==> config.mk <==
export PLATFORM = sky130hd
export DESIGN_NAME = sound_mixer_dsm
export DESIGN_NICKNAME = d
export VERILOG_FILES = /design/src/rtl/sound_mixer_dsm.sv
export SDC_FILE = /design/constraint.sdc
export NUM_CORES = 1
export LEC_CHECK = 0
export CORE_ASPECT_RATIO = 1.1
export CORE_MARGIN = 2
export CORE_UTILIZATION = 50
export DETAILED_ROUTE_END_ITERATION = 8
export DONT_BUFFER_PORTS = 1
export GPL_ROUTABILITY_DRIVEN = 0
export PLACE_DENSITY_LB_ADDON = 0.2
export SYNTH_ARGS = -nofsm -noshare
export SYNTH_HDL_FRONTEND = slang
export SYNTH_SLANG_ARGS = --single-unit
==> constraint.sdc <==
create_clock -name clk -period 5.9 [get_ports clk]
set_input_delay 0.295 -clock clk [delete_from_list [all_inputs] [get_ports clk]]
set_output_delay 0.295 -clock clk [all_outputs]
set_load 0.02 [all_outputs]
==> src/rtl/sound_mixer_dsm.sv <==
// sound_mixer_dsm
//   Two-channel volume/mute mixer for a pair of OPLL sample streams. Its
//   output feeds a first-order delta-sigma modulator that produces a 1-bit
//   DAC bitstream.
//
//   Bus side   : two write-only channel registers at IO_BASE (ch0) and
//                IO_BASE+1 (ch1). Layout: [7] mute, [3:0] volume (8 = unity).
//   Audio side : sample_en captures sound_in0/1. pcm_out/pcm_valid follow
//                three cycles later through a fully pipelined datapath.
//                dsm_out is the delta-sigma bitstream of pcm_out and is
//                updated on every clk.
//
//   Ports
//     clk, reset_n                   clock, async active-low reset
//     bus_ioreq/valid/write/address  write decode (address[7:0] only)
//     bus_wdata                      register write data
//     bus_ready                      always 1
//     sound_in0/1, sample_en         signed input samples and capture strobe
//     pcm_out, pcm_valid             signed mixed sample and update strobe
//     dsm_out                        delta-sigma bitstream
module sound_mixer_dsm #(
  parameter logic [7:0] IO_BASE = 8'h7E
) (
  input  logic        clk,
  input  logic        reset_n,
  input  logic        bus_ioreq,
  input  logic [15:0] bus_address,
  input  logic        bus_write,
  input  logic        bus_valid,
  output logic        bus_ready,
  input  logic [7:0]  bus_wdata,
  input  logic [15:0] sound_in0,
  input  logic [15:0] sound_in1,
  input  logic        sample_en,
  output logic [15:0] pcm_out,
  output logic        pcm_valid,
  output logic        dsm_out
);

  // Channel registers
  logic [3:0] r_vol0, r_vol1;
  logic       r_mute0, r_mute1;

  // Stage 1: captured samples and settings
  logic [15:0] r_s1_smp0, r_s1_smp1;
  logic [3:0]  r_s1_vol0, r_s1_vol1;
  logic        r_s1_mute0, r_s1_mute1;
  logic        r_s1_vld;

  // Stage 2: scaled products
  logic signed [20:0] r_s2_p0, r_s2_p1;
  logic               r_s2_vld;

  // Stage 3 / output
  logic [15:0] r_pcm;
  logic        r_pcm_vld;

  // Delta-sigma
  logic [15:0] r_acc;
  logic        r_dsm;

  logic               w_wr;
  logic signed [20:0] w_a0, w_a1, w_b0, w_b1, w_p0, w_p1;
  logic signed [21:0] w_sum, w_shr;
  logic [15:0]        w_sat;
  logic [16:0]        w_dsm_sum;
  logic               w_unused_addr;

  assign bus_ready     = 1'b1;
  assign w_unused_addr = ^bus_address[15:8];

  assign w_wr = bus_ioreq & bus_valid & bus_write &
                (bus_address[7:1] == IO_BASE[7:1]);

  always_ff @(posedge clk or negedge reset_n) begin
    if (!reset_n) begin
      r_vol0  <= 4'd8;
      r_vol1  <= 4'd8;
      r_mute0 <= 1'b0;
      r_mute1 <= 1'b0;
    end else if (w_wr) begin
      if (bus_address[0]) begin
        r_vol1  <= bus_wdata[3:0];
        r_mute1 <= bus_wdata[7];
      end else begin
        r_vol0  <= bus_wdata[3:0];
        r_mute0 <= bus_wdata[7];
      end
    end
  end

  // Stage 1 reads the channel registers as they were before this edge, so a
  // write on the same edge affects only the following sample.
  always_ff @(posedge clk or negedge reset_n) begin
    if (!reset_n) begin
      r_s1_smp0  <= '0;
      r_s1_smp1  <= '0;
      r_s1_vol0  <= '0;
      r_s1_vol1  <= '0;
      r_s1_mute0 <= 1'b0;
      r_s1_mute1 <= 1'b0;
      r_s1_vld   <= 1'b0;
    end else begin
      r_s1_vld <= sample_en;
      if (sample_en) begin
        r_s1_smp0  <= sound_in0;
        r_s1_smp1  <= sound_in1;
        r_s1_vol0  <= r_vol0;
        r_s1_vol1  <= r_vol1;
        r_s1_mute0 <= r_mute0;
        r_s1_mute1 <= r_mute1;
      end
    end
  end

  // Signed sample times unsigned volume. Both operands are widened to 21 bits
  // (sign-extend the sample, zero-extend the volume) so the product is exact.
  assign w_a0 = {{5{r_s1_smp0[15]}}, r_s1_smp0};
  assign w_a1 = {{5{r_s1_smp1[15]}}, r_s1_smp1};
  assign w_b0 = {17'd0, r_s1_vol0};
  assign w_b1 = {17'd0, r_s1_vol1};
  assign w_p0 = r_s1_mute0 ? '0 : w_a0 * w_b0;
  assign w_p1 = r_s1_mute1 ? '0 : w_a1 * w_b1;

  always_ff @(posedge clk or negedge reset_n) begin
    if (!reset_n) begin
      r_s2_p0  <= '0;
      r_s2_p1  <= '0;
      r_s2_vld <= 1'b0;
    end else begin
      r_s2_vld <= r_s1_vld;
      if (r_s1_vld) begin
        r_s2_p0 <= w_p0;
        r_s2_p1 <= w_p1;
      end
    end
  end

  // Sum, floor-divide by 8, then saturate. The result fits in 16 bits only
  // when bits [21:15] all equal the sign bit.
  assign w_sum = {r_s2_p0[20], r_s2_p0} + {r_s2_p1[20], r_s2_p1};
  assign w_shr = w_sum >>> 3;

  always_comb begin
    w_sat = w_shr[15:0];
    if (w_shr[21:15] != {7{w_shr[21]}})
      w_sat = w_shr[21] ? 16'h8000 : 16'h7FFF;
  end

  always_ff @(posedge clk or negedge reset_n) begin
    if (!reset_n) begin
      r_pcm     <= '0;
      r_pcm_vld <= 1'b0;
    end else begin
      r_pcm_vld <= r_s2_vld;
      if (r_s2_vld)
        r_pcm <= w_sat;
    end
  end

  // First-order delta-sigma on the offset-binary value of pcm_out.
  // The carry out of the accumulator is the output bit.
  assign w_dsm_sum = {1'b0, r_acc} + {1'b0, r_pcm ^ 16'h8000};

  always_ff @(posedge clk or negedge reset_n) begin
    if (!reset_n) begin
      r_acc <= '0;
      r_dsm <= 1'b0;
    end else begin
      r_acc <= w_dsm_sum[15:0];
      r_dsm <= w_dsm_sum[16];
    end
  end

  assign pcm_out   = r_pcm;
  assign pcm_valid = r_pcm_vld;
  assign dsm_out   = r_dsm;

endmodule

# Yosys cells after proc, flatten, opt, wreduce, memory -nomap -nowiden
# Index checks and enable logic that the tools add are counted.
word_totals:
  regBits: 130
  latchBits: 0
  mem_bits_rw: 0
  romBits: 0
  word_cells: 35
  n_memories: 0
op_classes:
  add_sub_neg: 2
  mul: 2
  div_mod_pow: 0
  n_lt_le_gt_ge: 0
  eq_ne: 2
  shifts: 0
  n_mux: 4
  bitwise_logic: 5
  n_reduce_logical: 2
op_table:
  columns: ["cell", "n"]
  rows:
  - ["multiplier 16 x 5 -> 21 bit", 2]
  - ["two-way mux 21 bit", 2]
  - ["two-way mux 16 bit", 2]
  - ["adder 21 x 21 -> 22 bit", 1]
  - ["adder 16 x 16 -> 17 bit", 1]
  - ["equality test 7 x 6 -> 1 bit, second input constant", 1]
  - ["AND reduction 2 bit", 2]
  - ["AND 1 bit", 3]
  - ["!= test 3 bit", 1]
  - ["inverter 1 bit", 2]

# Depth between registers and ports, before layout
depth:
  depth_word: 4
  ltp_mapped: 18
  ltp_nobuf: 17

# Least setup slack after synthesis
# OpenSTA, ideal clock, no wires.
synth_timing:
  path_kind: "reg-to-reg"
  from: "reg r_s1_vol0[2]"
  to: "reg r_s2_p0[20]"
  setup_ps: 122
  arrival_ps: 4213
  path_slack_ps: 1565
  stages_incl_launch_ff: 19
  period_less_slack_ps: 4335
  cell_sequence: "dfrtp_1 clkbuf_1 and2_1 ha_1 ha_1 inv_1 fa_1 inv_1 fa_1 a21o_1 a21oi_1 nor2b_1 o311a_1 a21o_1 o211a_1 nor2_1 a21oi_1 or3_1 a32o_1"
synth_via:
  elab_chain_len: 2
synth_rtl:
  columns: ["element", "line_no", "source"]
  rows:
  - ["start, declared", "46", "logic [3:0] r_s1_vol0, r_s1_vol1;"]
  - ["start signal, assigned", "108", "r_s1_vol0 <= r_vol0;"]
  - ["multiplier 16 x 5 -> 21 bit", "122", "assign w_p0 = r_s1_mute0 ? '0 : w_a0 * w_b0;"]
  - ["two-way mux 21 bit", "122", null]
  - ["end signal, assigned", "133", "r_s2_p0 <= w_p0;"]
  - ["end, declared", "51", "logic signed [20:0] r_s2_p0, r_s2_p1;"]
# Every way passes these cells.
# A chain may end at the register's enable or synchronous reset.

# Final worst setup path
# Ends and elaborated chain as after synthesis.

==> impl_metrics.tcl <==
set metrics [dict create \
    cp_slowest_cell "dfrtp_1" \
    rsz0062_at_grt "no" \
    reg2reg_from "r_s1_vol0[2]" \
    grt_usage 0.183 \
    timing.final.max_slew_violations 0 \
    detail_route.iter0.violations 307 \
    via_per_inst 5.20 \
    fin_nets 1335 \
    cts_tree "done" \
    syn-cell-area_um2 10900 \
    ctsHoldBuffers 3 \
    slowest_delay_ns 0.56 \
    fmax_mhz 211 \
    cp_max_fo 17 \
    total_power_mw 2.80 \
    ys_types 72 \
    grt_pass1_wl_um 34600 \
    cts_buffer_depth 2 \
    cts_sinks 130 \
    via_count 7241 \
    clock_skew_ns 0.0132 \
    drc_errors 0 \
    clock_latency_ns 0.42 \
    ant_nets 0 \
    crit_required_ns 6.20 \
    ir_worst_vdd_v 0.000219 \
    hp-class "input pin to register" \
    grt_antenna_before_repair 0 \
    yosysWarnings 0 \
    num_antenna_cells 0 \
    ios 81 \
    cts_buffers 17 \
    clk_pin_slew_ns 0.06 \
    cp.arrival_ns 5.04 \
    fin_setup_tns_ns 0 \
    seq_area_frac_synth 0.298 \
    grt_max_degree 131 \
    outcome "completed" \
    rows 56 \
    post_drt_wl_per_cell_um 14.2 \
    layout-drive-gt1-share 0.110 \
    synth_edf_count 0 \
    wl_um 19800 \
    core-area_um2 21400 \
    synth_ff_type "dfrtp_1" \
    synth_seq_cells 130 \
    cp-end-kind "register" \
    dp_hpwl_um 15400 \
    cts_root_buf "clkbuf_16" \
    async_flop_share 1.00 \
    crit_chain "and2_1 > ha_1 > inv_1 > fa_1 > fa_1 > inv_1 > ha_1 > a21o_1 > a21oi_1 > nor2b_1 > o311a_1 > a21o_1 > o211a_1 > nor2_1 > a21oi_1 > or3_1 > a32o_1" \
    fillCellCount 1942 \
    p_leak_nw 6.11 \
    slew_headroom 0.293 \
    overflow 0 \
    min_from "sound_in1[9]" \
    p_per_area_nw_per_um2 238 \
    cts_setup_buffers 0 \
    die-area_um2 23000 \
    grt_pass1_vias 7272 \
    firstDrtPassIters 4 \
    fin_crit_sh 0.803 \
    cts_resized 0 \
    h-tree-depth 4 \
    fp.dieW_um 145 \
    startpoint_type "register" \
    start_util 0.511 \
    critPathKind "register to register" \
    cap_viol_max_count 0 \
    netlist_instances 1094 \
    setup_viol_count_final 0 \
    syn_to_final_growth_pct 7.89 \
    startpoint "r_s1_vol0[2]" \
    synth.net_count 1339 \
    hold_violations 0 \
    worstMarginPinSlew_ns 1.05 \
    port_buffers 0 \
    ff2ff_setup_slack_ns 1.16 \
    min_period_ns 4.74 \
    avgSynthCellArea_um2 9.97 \
    die_h_um 159 \
]
-- metrics by stage --
stage | area (µm²) | setup slack, ns | instances | hold slack (ns) | util
after floorplan | 10900 | 1.57 | 1094 | -0.000591 | -
after global placement | 11100 | 1.23 | 1358 | 0.00376 | 0.522
after detailed placement | 11100 | 1.19 | 1358 | 0.00456 | 0.522
after CTS | 11800 | 1.17 | 1393 | 0.00616 | 0.551
after global routing | 11800 | 0.926 | 1393 | 0.00501 | 0.551
final | 11800 | 1.16 | 1393 | 0.0240 | 0.551
-- layout make-up --
class	count	area (µm²)	area share
Multi-Input combinational cell	769	6890	0.585
Sequential cell	130	3260	0.277
Inverter	167	627	0.0532
Clock buffer	19	453	0.0385
Tap cell	290	363	0.0308
Clock inverter	13	126	0.0107
Timing Repair Buffer	5	62.6	0.00531
-- report_power, final --
group | switching (mW) | leakage, nW | total [mW] | internal, mW
clock network | 0.420 | 0.273 | 1.03 | 0.608
logic | 0.323 | 4.18 | 0.615 | 0.293
registers | 0.135 | 1.66 | 1.16 | 1.02
total | 0.877 | 6.11 | 2.80 | 1.92
-- registers in the layout (all words and copies together), names as in the netlist, 4 cells and up --
register   count
r_s1_vol1      4
r_acc         16
r_vol0         4
r_s2_p1       21
pcm_out       16
r_s1_vol0      4
r_s1_smp1     16
r_s1_smp0     16
r_vol1         4
r_s2_p0       21
-- critical path: cells and delay by family, from the launching register on --
family,cells,cell delay [ns]
buffers and inverters,2,0.09
AND/OR/NAND/NOR,4,0.78
adder cells (fa/ha/maj),4,1.64
flip-flops,1,0.56
AO/OA/AOI/OAI,7,1.56
-- routing by layer --
| layer | track usage | part of all wire |
|---|---|---|
| met1 | 0.259 | 0.50 |
| met3 | 0.0370 | 0.032 |
| met5 | 0 | 0 |
| met4 | 0.0366 | 0.0072 |
| met2 | 0.294 | 0.46 |
-- placed cells by master, fill, tap and decap left out, types with 16 or more instances in the layout --
cell,n
xor2_1,16
and2_1,99
mux2_2,52
a21oi_1,41
nand2_1,59
a22o_1,28
xnor2_1,48
dfrtp_1,128
inv_1,166
clkbuf_16,17
a21o_1,21
nor2_1,37
o21ai_0,29
fa_1,67
ha_1,116
-- cell families (layout without fill, tap and decap cells) --
family                     Yosys count  after routing  synth area share
AOI/OAI and AO/OA                  196            196             0.135
xor gates and xnor gates            64             64            0.0514
adders and majority gates          183            183             0.256
buffers and inverters              195            204            0.0706
DFF                                130            130             0.298
muxes                               52             52            0.0537
other                                1              1          0.000344
and+or+nand+nor                    273            273             0.135
-- Yosys cell counts (all sizes together) (5+ instances only) --
cell type,number,area (µm²)
a22o,28,245
o21a,8,68.8
nand2,59,221
nor2,37,139
a21boi,5,37.5
nand4,8,50.1
or3,8,55.1
nand2b,5,31.3
a21o,23,175
fa,67,1340
o21bai,6,45.0
dfrtp,128,3200
and3,5,32.5
nand3b,8,60.1
a211oi,20,205
ha,116,1450
clkbuf,23,96.3
or2,5,31.3
mux2,52,586
nor4,5,31.3
xnor2,48,420
and2,99,619
nor2b,7,43.8
xor2,16,140
nor3,9,45.0
o21ai,30,150
inv,166,623
a21oi,41,205
nand3,10,50.1
-- final timing paths --
| path | to | depth (start not counted) |
|---|---|---|
| min in group asynchronous | r_s1_smp0[12] | 2 |
| max in group asynchronous | r_acc[6] | 2 |
| worst min register to register | r_acc[0] | 1 |
| worst max-delay path | r_s2_p0[20] | 17 |
| worst max register to register | r_s2_p0[20] | 17 |
| worst min-delay path | r_s1_smp1[9] | 1 |
Power figures use the tool's default switching activity.
